--- config.mk ---
export PLATFORM = sky130hd
export DESIGN_NAME = pwm_decode_flat
export DESIGN_NICKNAME = d
export VERILOG_FILES = /design/src/rtl/pwm_decode_if.sv /design/src/rtl/pwm_decode.sv /design/src/flat_wrapper.sv
export SDC_FILE = /design/constraint.sdc
export NUM_CORES = 1
export LEC_CHECK = 0
export BUFFER_PORTS_ARGS = -buffer_cell sky130_fd_sc_hd__buf_4
export CAP_MARGIN = 20
export CORE_MARGIN = 5
export CORE_UTILIZATION = 60
export CTS_BUF_LIST = sky130_fd_sc_hd__clkbuf_4 sky130_fd_sc_hd__clkbuf_8
export DETAILED_ROUTE_END_ITERATION = 12
export PLACE_DENSITY_LB_ADDON = 0.08
export SLEW_MARGIN = 20
export SYNTH_ARGS = -nofsm -noshare
export SYNTH_HDL_FRONTEND = slang
export SYNTH_SLANG_ARGS = --single-unit
--- constraint.sdc ---
create_clock -name clk -period 5.63 [get_ports clk]
set_clock_uncertainty 0.2 [all_clocks]
set_input_delay 0 -clock clk [delete_from_list [all_inputs] [get_ports clk]]
set_output_delay 0 -clock clk [all_outputs]
set_load 0.02 [all_outputs]
--- src/rtl/pwm_decode_if.sv ---
// pwm_decode_if
// Bundles the PWM decoder's signal-side port: the raw PWM input and the
// decoded results.
//   pwm_in    : asynchronous PWM waveform (driven by master)
//   level     : decoded duty level, WIDTH bits
//   valid     : one-cycle strobe, level updated this cycle
//   frame_err : one-cycle strobe, last frame period was not 2^WIDTH
//   no_signal : flag, timeout since last rising edge
// Modports: master = waveform source / result consumer, slave = decoder.
interface pwm_decode_if #(
   parameter int WIDTH = 8
);
   logic             pwm_in;
   logic [WIDTH-1:0] level;
   logic             valid;
   logic             frame_err;
   logic             no_signal;

   modport master (
      output pwm_in,
      input  level,
      input  valid,
      input  frame_err,
      input  no_signal
   );

   modport slave (
      input  pwm_in,
      output level,
      output valid,
      output frame_err,
      output no_signal
   );
endinterface

--- src/rtl/pwm_decode.sv ---
// pwm_decode
// Measures an asynchronous PWM waveform whose nominal frame is 2^WIDTH clk
// cycles. Each frame runs from one rising edge to the next; the number of
// high cycles in a correctly sized frame becomes the decoded level.
// Frames of the wrong length raise frame_err; a long absence of rising edges
// raises no_signal and reports a flat-line level (all-ones or zero).
// Ports:
//   clk    : clock, all state changes on the rising edge
//   reset  : synchronous, active-high reset
//   bus    : pwm_decode_if.slave (pwm_in in; level/valid/frame_err/no_signal out)
// Parameters:
//   WIDTH  : level resolution (frame = 2^WIDTH cycles)
//   INVERT : 1 = treat pwm_in as active-low
module pwm_decode #(
   parameter int WIDTH  = 8,
   parameter bit INVERT = 1'b0
) (
   input  logic       clk,
   input  logic       reset,
   pwm_decode_if.slave bus
);
   localparam int CW = WIDTH + 1;
   // Counters are one bit wider than a frame so that over-long frames and
   // the timeout can be told apart from a nominal frame.
   localparam logic [CW-1:0] CNT_MAX   = {CW{1'b1}};
   localparam logic [CW-1:0] CNT_TOP   = {{WIDTH{1'b1}}, 1'b0};
   localparam logic [CW-1:0] FRAME_LEN = {1'b1, {WIDTH{1'b0}}};
   localparam logic [CW-1:0] CNT_ONE   = {{WIDTH{1'b0}}, 1'b1};

   typedef enum logic {
      IDLE,
      MEASURE
   } state_t;

   state_t           state_reg;
   logic             sync1_reg;
   logic             sync2_reg;
   logic             s_d_reg;
   logic [CW-1:0]    per_cnt_reg;
   logic [CW-1:0]    high_cnt_reg;
   logic [WIDTH-1:0] level_reg;
   logic             valid_reg;
   logic             frame_err_reg;
   logic             no_signal_reg;

   logic             s;
   logic             rise;

   function automatic logic [CW-1:0] sat_inc(input logic [CW-1:0] v, input logic inc);
      return (inc && (v != CNT_MAX)) ? v + CNT_ONE : v;
   endfunction

   // Two-flop synchroniser plus one delay stage for edge detection.
   always_ff @(posedge clk) begin
      if (reset) begin
         sync1_reg <= 1'b0;
         sync2_reg <= 1'b0;
         s_d_reg   <= 1'b0;
      end else begin
         sync1_reg <= bus.pwm_in ^ INVERT;
         sync2_reg <= sync1_reg;
         s_d_reg   <= sync2_reg;
      end
   end

   assign s    = sync2_reg;
   assign rise = s & ~s_d_reg;

   always_ff @(posedge clk) begin
      if (reset) begin
         state_reg     <= IDLE;
         per_cnt_reg   <= '0;
         high_cnt_reg  <= '0;
         level_reg     <= '0;
         valid_reg     <= 1'b0;
         frame_err_reg <= 1'b0;
         no_signal_reg <= 1'b0;
      end else begin
         valid_reg     <= 1'b0;
         frame_err_reg <= 1'b0;
         if (rise) begin
            // The rise cycle itself is the first (high) cycle of the new frame.
            per_cnt_reg  <= CNT_ONE;
            high_cnt_reg <= CNT_ONE;
            if (state_reg == IDLE) begin
               // No reference yet: the frame that just ended was partial.
               state_reg     <= MEASURE;
               no_signal_reg <= 1'b0;
            end else if (per_cnt_reg == FRAME_LEN) begin
               level_reg <= high_cnt_reg[WIDTH-1:0];
               valid_reg <= 1'b1;
            end else begin
               frame_err_reg <= 1'b1;
            end
         end else begin
            per_cnt_reg <= sat_inc(per_cnt_reg, 1'b1);
            if (state_reg == MEASURE) begin
               high_cnt_reg <= sat_inc(high_cnt_reg, s);
            end
            // Fires only on the step into saturation, so a flat line reports
            // once and then stays quiet until the next rise.
            if (per_cnt_reg == CNT_TOP) begin
               state_reg     <= IDLE;
               no_signal_reg <= 1'b1;
               valid_reg     <= 1'b1;
               level_reg     <= {WIDTH{s}};
            end
         end
      end
   end

   assign bus.level     = level_reg;
   assign bus.valid     = valid_reg;
   assign bus.frame_err = frame_err_reg;
   assign bus.no_signal = no_signal_reg;
endmodule

--- src/flat_wrapper.sv ---
// flat-port wrapper written by rule: the top's interface ports become plain ports
module pwm_decode_flat 
#(
   parameter int WIDTH  = 8,
   parameter bit INVERT = 1'b0
)
  (clk, reset, bus_pwm_in, bus_level, bus_valid, bus_frame_err, bus_no_signal);
  pwm_decode_if #(.WIDTH(WIDTH)) bus_i ();
  input  logic clk;
  input  logic reset;
  input wire logic [$bits(bus_i.pwm_in)-1:0] bus_pwm_in;
  output wire logic [$bits(bus_i.level)-1:0] bus_level;
  output wire logic [$bits(bus_i.valid)-1:0] bus_valid;
  output wire logic [$bits(bus_i.frame_err)-1:0] bus_frame_err;
  output wire logic [$bits(bus_i.no_signal)-1:0] bus_no_signal;
  assign bus_i.pwm_in = bus_pwm_in;
  assign bus_level = bus_i.level;
  assign bus_valid = bus_i.valid;
  assign bus_frame_err = bus_i.frame_err;
  assign bus_no_signal = bus_i.no_signal;
  pwm_decode #(.WIDTH(WIDTH), .INVERT(INVERT)) u_core (.clk(clk), .reset(reset), .bus(bus_i));
endmodule
# After elaboration in Yosys (flattened, before gate mapping)
# Index checks and enable logic that the tools add are counted.
totals:
  out_inout_bits: 11
  regBits: 33
classes:
  n_eq_ne: 7
  bitwise_logic: 4
  mux: 19
  reduce_logical: 11
  add_sub_neg: 2
ops:
  columns: ["operator", "count"]
  rows:
  - ["$mux 8", 4]
  - ["$add 9x1->9 const B", 2]
  - ["$eq 9x9->1 const B", 2]
  - ["$ne 9x9->1 const B", 2]
  - ["$mux 1", 15]
  - ["$reduce_bool 2->1", 4]
  - ["$reduce_and 2->1", 3]
  - ["$ne 2x2->1 const B", 2]
  - ["$not 1->1", 3]
  - ["$reduce_and 3->1", 1]
  - ["$reduce_or 3->1", 1]
  - ["$ne 2x1->1 const B", 1]
  - ["$reduce_or 2->1", 1]
  - ["$and 1x1->1", 1]
  - ["$logic_and 1x1->1", 1]

# Logic depth before layout (Yosys ltp)
# Gate-level depths: netlist of the first run.
depth:
  ltp_word: 5
  depth_mapped: 9
  ltp_nobuf: 8

# Worst setup path after synthesis of the first run
# OpenSTA, ideal clock, no wires.
synth_path:
  path_kind: "reg-to-reg"
  from: "register u_core.per_cnt_reg[0]"
  to: "register u_core.per_cnt_reg[5]"
  slack_ps: 3702
  path_stages_with_launch: 9
  required_time_ps: 5360
  arrival_ps: 1659
  path_buffers: 1
  path_cell_list: "dfxtp_1 ha_1 inv_1 nor3_1 ha_1 clkbuf_1 nand4b_1 or3_1 a21oi_1"
synth_via:
  elab_chain_len: 1
  elab_cells_between_ends: 2
synth_rtl:
  columns: ["element", "line", "rtl"]
  rows:
  - ["from (decl)", "pwm_decode.sv:39", "logic [CW-1:0] per_cnt_reg;"]
  - ["from (signal assigned)", "pwm_decode.sv:96", "per_cnt_reg <= sat_inc(per_cnt_reg, 1'b1);"]
  - ["$add 9x1->9 / $ne 9x9->1 (equally long branches)", "pwm_decode.sv:50", "return (inc && (v != CNT_MAX)) ? v + CNT_ONE : v;"]
# Parallel ways exist; a longest one is shown, timed or not.
# A chain may end at the register's enable or synchronous reset.

# Final worst setup path of the first run
layout_path:
  from: "register u_core.per_cnt_reg[0]"
  to: "register u_core.level_reg[6], in the netlist u_core.bus.level[6]"
layout_via:
  elab_chain_len: 3
  elab_cells_between_ends: 5
layout_rtl:
  columns: ["element", "line", "rtl"]
  rows:
  - ["$eq 9x9->1, on equally long branches", "pwm_decode.sv:89, pwm_decode.sv:102", null]
  - ["$ne 2x2->1 (no line) / $reduce_bool 2->1 (equally long branches)", null, null]
  - ["$reduce_and 3->1 (no line) *", null, null]
  - ["to (signal assigned)", "pwm_decode.sv:90", "level_reg <= high_cnt_reg[WIDTH-1:0];"]
  - ["to (signal assigned)", "pwm_decode.sv:106", "level_reg <= {WIDTH{s}};"]
  - ["to (decl)", "pwm_decode.sv:41", "logic [WIDTH-1:0] level_reg;"]
# Every way passes the cells marked *; elsewhere a longest branch is shown, timed or not.

==> metrics.md, run 1 <==
| Metric | Value |
|---|---|
| Resized cells post-CTS | `0` |
| WP data arrival | `2.23 ns` |
| Post-DRT Antenna Nets | `0` |
| Clk sinks | `33` |
| Max-Cap Viols | `0` |
| Synth Area in Simple Gates | `24.89%` |
| Commonest cells after routing, fill and taps aside | `33 x dfxtp_1, 16 x nor2_1, 13 x buf_4` |
| Period utilisation layout | `38.57%` |
| Max IR drop VDD | `0.0002305 V` |
| Top FF cell, synth | `dfxtp_1` |
| Cell count after synthesis | `157` |
| Clock buffer count from CTS | `5` |
| Cell Area, Synth | `0.001448 mm²` |
| Via/cell ratio | `5.567` |
| Root Buffer | `clkbuf_4` |
| CORE AREA | `0.002255 mm²` |
| Wire length per cell | `13.43 µm` |
| Worst-margin pin slew | `0.6121 ns` |
| Postcts setup bufs | `0` |
| Syn avg cell area | `9.221 µm²` |
| DR pass1 iterations | `4` |
| CP max stage delay | `0.47 ns` |
| Adder-Cell Fraction of Synth Area | `5.186%` |
| Cell variety after synth | `29` |
| Die ar. | `0.003495 mm²` |
| Min setup slack post-route | `3.458 ns` |
| Startpoint Class | `register` |
| First-pass GRT wire length | `4940 µm` |
| Tmin final | `2.172 ns` |
| Most common cell after layout, fill and taps aside | `dfxtp_1` |
| Antenna violations before repair | `0` |
| Horiz. Die Dim | `59.12 µm` |
| Drt total wl | `2700 µm` |
| Initial Util | `64.21%` |
| Drt initial violations | `29` |
| CP max-delay cell | `a31o_1` |
| Num ports | `14` |
| PortBufs | `13` |
| Worst skew pair latency | `0.34 ns` |
| Global Route Usage Sum | `18.46%` |
| GRT Residual Overflow | `0` |
| Setup WS pre-CTS | `3.481 ns` |
| Pwr Density | `250.0 mW/mm²` |
| Area grow syn2layout | `13.48%` |
| Fin. Hold Viols | `0` |
| Unrepaired setup endpoints after global routing | `false` |
| Slew Viols, Final | `0` |
| Vert. Die Dim | `59.12 µm` |
| H-tree lvl count | `2` |
| Post-DP HPWL | `1884 µm` |
| Number of synthesized flops with an enable pin | `0` |
| CTS max path bufs | `2` |
| Cell chain of the critical path | `inv_1 -> ha_1 -> or4bb_1 -> nor2_1 -> a31o_1 -> mux2i_1` |
| Synth async-reset ratio | `0%` |
| Outcome | `complete, no violations` |
| Family with the most delay on the worst path | `simple AND/OR/NAND/NOR gates` |
| CP Class | `register to register` |
| Min-Delay Path Class | `register to register` |
| Detailed-route via count | `1119` |
| Net Count, Synth | `166` |
| Reg clk slew, reported paths | `0.09 ns` |
| Final core utilization | `72.86%` |
| TritonCTS clock tree | `built` |
| Fmax | `460.5 MHz` |
| Worst path buffer plus inverter count | `1` |
| # diodes | `0` |
| Row count | `17` |
| Synth Warn # | `0` |
| Fin nets | `181` |
| Required time worst endpoint | `5.69 ns` |
| Worst slew margin | `59.20%` |
| Xor and xnor area share after synthesis | `6.655%` |
| CP Max Fanout | `9` |
| Number of remaining DRC errors | `0` |
| # fillers | `178` |
| Synth Area in Compound Gates | `7.347%` |
| Post-CTS Hold Buffers | `3` |
| Vias in the first global route | `1170` |
| Sequential area share after synthesis | `45.64%` |
| Setup TNS | `0 ns` |
| RD Place Congestion | `0.8049` |
| Share of post-route cells with drive strength above 1 | `13.29%` |
| Setup crit end kind | `register` |
| Mux cell area share after synthesis | `6.914%` |
| Final Setup Violations | `0` |
| Synth Register Bits | `33` |
| Main combinational cell family by area after synthesis | `simple AND/OR/NAND/NOR gates` |
| Largest net degree at the start of global routing | `18` |
| LEAKAGE | `0.6058 nW` |
==> logic make-up after synthesis <==
| group | Yosys count |
|---|---|
| compound gates | 20 |
| flops | 33 |
| xor+xnor | 11 |
| mux | 10 |
| simple gates | 66 |
| buf+inv | 11 |
| fa+ha+maj | 6 |
==> worst paths after layout <==
path | startpoint | end | slack (ns) | cells after the start
worst max-delay path | u_core.per_cnt_reg[0] | u_core.bus.level[6] | 3.46 | 6
worst min-delay path | u_core.sync1_reg | u_core.s | 0.25 | 1
worst max register to register | u_core.per_cnt_reg[0] | u_core.bus.level[6] | 3.46 | 6
worst min register to register | u_core.sync1_reg | u_core.s | 0.25 | 1
==> cell usage after synthesis (3+ instances only) <==
library cell | count | share of area (%)
nand2_1 | 11 | 2.9
or3_1 | 3 | 1.3
o21ai_0 | 11 | 3.8
dfxtp_1 | 33 | 46
nor2_1 | 16 | 4.1
nand4_1 | 3 | 1.3
xnor2_1 | 6 | 3.6
nand2b_1 | 10 | 4.3
a21oi_1 | 7 | 2.4
nor3_1 | 5 | 1.7
inv_1 | 3 | 0.78
nand3_1 | 4 | 1.4
xor2_1 | 5 | 3.0
nor2b_1 | 5 | 2.2
ha_1 | 6 | 5.2
clkbuf_1 | 7 | 1.8
mux2i_1 | 10 | 6.9
==> power by group <==
| group | internal (mW) | switching (mW) |
|---|---|---|
| logic | 0.00843 | 0.00948 |
| registers | 0.237 | 0.00444 |
| clock network | 0.0723 | 0.0792 |
==> routing by layer <==
| layer | vias up | GRT usage, % | routed length (µm) |
|---|---|---|---|
| li1 | 564 | - | - |
| met4 | 0 | 8.738 | 50 |
| met2 | 26 | 33.12 | 1418 |
| met3 | 7 | 4.575 | 118 |
| met5 | - | 0 | 0 |
| met1 | 522 | 20.11 | 1113 |
==> stage by stage <==
step	std cells	area, µm²	hold WS, ns	total power, mW
detailed placement	190	1543	0.01918	0.2629
global placement	190	1543	0.01602	0.2614
finish	201	1643	0.2471	0.4107
floorplan	157	1448	-0.07182	0.2577
global route	201	1643	0.2810	0.4310
CTS	201	1643	0.2529	0.4129
==> worst register-to-register path, cell delays in order, from the launching register on <==
cell	delay, ns
dfxtp_1	0.35
inv_1	0.09
ha_1	0.14
or4bb_1	0.46
nor2_1	0.14
a31o_1	0.47
mux2i_1	0.24
==> cell type report <==
class                      instances  area [µm²]  share of cell area, %
sequential                        33       660.6                  40.21
inverter                           3       11.26                 0.6855
clock buffer                       7       65.06                  3.960
multi-input combinational        113       738.2                  44.94
clock inverter                     1       5.005                 0.3046
timing repair buffer              16       127.6                  7.768
tap                               28       35.03                  2.133
No activity file was read; power rests on OpenSTA's default activity.
==> run 2: changes to the inputs <==
--- a/config.mk
+++ b/config.mk
@@ -5,10 +5,11 @@
 export SDC_FILE = /design/constraint.sdc
 export NUM_CORES = 1
 export LEC_CHECK = 0
+export ABC_AREA = 1
 export BUFFER_PORTS_ARGS = -buffer_cell sky130_fd_sc_hd__buf_4
 export CAP_MARGIN = 20
 export CORE_MARGIN = 5
-export CORE_UTILIZATION = 60
+export CORE_UTILIZATION = 55
 export CTS_BUF_LIST = sky130_fd_sc_hd__clkbuf_4 sky130_fd_sc_hd__clkbuf_8
 export DETAILED_ROUTE_END_ITERATION = 12
 export PLACE_DENSITY_LB_ADDON = 0.08
==> constraint.sdc (replaced) <==
create_clock -name clk -period 1.8 [get_ports clk]
set_clock_uncertainty 0.2 [all_clocks]
set_input_delay 0 -clock clk [delete_from_list [all_inputs] [get_ports clk]]
set_output_delay 0 -clock clk [all_outputs]
set_load 0.02 [all_outputs]
==> run 2 against run 1 <==
First-iteration DRC count grew to 5.4 times the previous value; synthesized cell count up 38%; core utilization increased by 3.6 points; combinational power grew to 5.1 times the previous value; synthesized area increased by 9.8%; sequential power grew to 3.1 times the previous value; cell count increased by 44%; clock-buffer cell count did not move; register-to-register slack got worse by 3.5 ns; sequential share of layout area shrank 8.5 points; via count is 38% higher; die area grew 16%; highest routed layer unchanged.
==> metrics.md, run 2 <==
| Metric | Value |
|---|---|
| H-tree lvl count | `2` |
| Number of synthesized flops with an enable pin | `0` |
| Most common cell after layout, fill and taps aside | `nand2_1` |
| Outcome | `complete, no violations` |
| Share of post-route cells with drive strength above 1 | `31.66%` |
| Unrepaired setup endpoints after global routing | `true` |
| Cell count after synthesis | `216` |
| RD Place Congestion | `0.8943` |
| Synth top area share | `41.57%` |
| Slew Viols, Final | `0` |
| Drt total wl | `3902 µm` |
| Post-DP HPWL | `2540 µm` |
| Net Count, Synth | `225` |
| Synth Warn # | `0` |
| Largest net degree at the start of global routing | `16` |
| Synth async-reset ratio | `0%` |
| Number of remaining DRC errors | `0` |
| Top cells by count, synth | `45 x nand2_1, 35 x inv_1, 33 x dfxtp_1` |
| Clock buffer count from CTS | `5` |
| Hold path cells | `2` |
| DR pass1 iterations | `4` |
| Num ports | `14` |
| Min-Delay Path Class | `register to register` |
| Via/cell ratio | `5.334` |
| Commonest cells after routing, fill and taps aside | `42 x nand2_1, 34 x buf_4, 33 x inv_1` |
| Worst slew margin | `73.33%` |
| Initial Util | `57.62%` |
| Fin nets | `267` |
| CTS max path bufs | `2` |
| Setup crit end kind | `register` |
| Sequential Area | `668.1 µm²` |
| Final core utilization | `76.45%` |
| Post-DRT Antenna Nets | `0` |
| # fillers | `201` |
| Row count | `19` |
| Clk sinks | `33` |
| Final Setup Violations | `0` |
| PortBufs | `13` |
| Top post-synthesis cells by area | `dfxtp_1 42%, nand2_1 11%, inv_1 8.3%` |
| Max IR drop VDD | `0.0006973 V` |
| CP Class | `register to register` |
| # diodes | `0` |
| CP Max Fanout | `3` |
| Reg clk slew, reported paths | `0.11 ns` |
| Syn avg cell area | `7.357 µm²` |
| Hold slack | `0.2297 ns` |
| Antenna violations before repair | `0` |
| Tmin final | `1.795 ns` |
| Global Route Usage Sum | `18.86%` |
| Worst skew pair latency | `0.33 ns` |
| Min setup slack post-route | `0.004766 ns` |
| First-pass GRT wire length | `6182 µm` |
| CORE AREA | `0.002758 mm²` |
| GRT Residual Overflow | `0` |
| LEAKAGE | `0.9259 nW` |
| Cell Area, Synth | `0.001589 mm²` |
| Fin. Hold Viols | `0` |
| Multi-input logic area | `910.9 µm²` |
| Drt initial violations | `157` |
| Tot Pwr | `1.320 mW` |
| Startpoint Class | `register` |
| Vert. Die Dim | `63.75 µm` |
| Worst-margin pin slew | `0.3996 ns` |
| Count leader, synth | `nand2_1` |
| Fmax | `557.0 MHz` |
| Horiz. Die Dim | `63.75 µm` |
| Pwr Density | `626.0 mW/mm²` |
| Period utilisation layout | `99.74%` |
| Synth Register Bits | `33` |
| Detailed-route via count | `1547` |
| Sequential area share after synthesis | `41.57%` |
| Top FF cell, synth | `dfxtp_1` |
| Die ar. | `0.004064 mm²` |
| Required time worst endpoint | `1.80 ns` |
| Setup TNS | `0 ns` |
| Vias in the first global route | `1377` |
| Setup WS pre-CTS | `-0.1112 ns` |
| Root Buffer | `clkbuf_4` |
| WP data arrival | `1.80 ns` |
| Wire length per cell | `13.46 µm` |
| Cell variety after synth | `25` |
| TritonCTS clock tree | `built` |
| Cell accounting for the most synthesized area | `dfxtp_1` |
| Max-Cap Viols | `0` |
| Area grow syn2layout | `32.68%` |
| Worst R2R Path Depth | `9` |
[run 2: changes by cell type after synthesis, sizes merged, moves of 13 or more]
| cell | change |
|---|---|
| nand2 | +37 |
| inv | +33 |
| nand3 | +15 |
| a21oi | +13 |
[run 2: cell families after synthesis]
group / synth area share [%]
AOI/OAI and AO/OA: 11.26
xor gates and xnor gates: 0.5513
adders and majority gates: 4.724
buffers and inverters: 10.94
DFF: 41.57
and+or+nand+nor: 30.94
[run 2: path summary, 6_finish.rpt]
kind | start | endpoint | slack [ns]
setup / recovery | u_core.per_cnt_reg[5] | u_core.per_cnt_reg[6] | 0.005
hold / removal | u_core.sync1_reg | u_core.s | 0.23
setup reg to reg | u_core.per_cnt_reg[5] | u_core.per_cnt_reg[6] | 0.005
hold reg to reg | u_core.sync1_reg | u_core.s | 0.23
[run 2: layout make-up]
cell class                      instances  area share, %
Clock buffer                            7          3.086
Sequential cell                        33          31.69
Inverter                               36          6.410
Tap cell                               31          1.840
Multi-Input combinational cell        145          43.20
Clock inverter                          1         0.2374
Timing Repair Buffer                   37          13.53
[run 2: metal layers]
metal	vias to the layer above	GRT usage [%]	share of wire, %
met5	-	0	0
met1	710	25.63	44
met4	0	4.675	0.67
met2	56	30.33	49
met3	4	4.378	6.9
li1	777	-	-
[run 2: timing repair]
action	CTS	global route
buffers inserted	0	4
setup endpoints to repair	16	22
endpoints found under the hold margin	18	0
pin swaps	2	5
gates cloned	0	2
resized for setup	18	18
hold buffers	3	0
[run 2: per-stage QoR]
| stage | area (µm²) | std cells |
|---|---|---|
| after CTS | 2006 | 284 |
| final | 2108 | 290 |
| after global placement | 1828 | 273 |
| after floorplan | 1603 | 216 |
| after global routing | 2108 | 290 |
| after detailed placement | 1828 | 273 |
[run 2: critical path, cell delays in order, from the launching register on]
cell	delay (ns)
dfxtp_1	0.37
nand2_2	0.09
nor4b_4	0.27
ha_2	0.25
inv_1	0.08
nand2_2	0.08
nor2_1	0.05
nand3_1	0.08
xor2_1	0.16
nor2_1	0.05
[run 2: power by group]
group,internal (mW),total (mW),switching (mW)
registers,0.741,0.752,0.0104
logic,0.0365,0.0914,0.0549
clock network,0.226,0.477,0.250
total,1.00,1.32,0.316
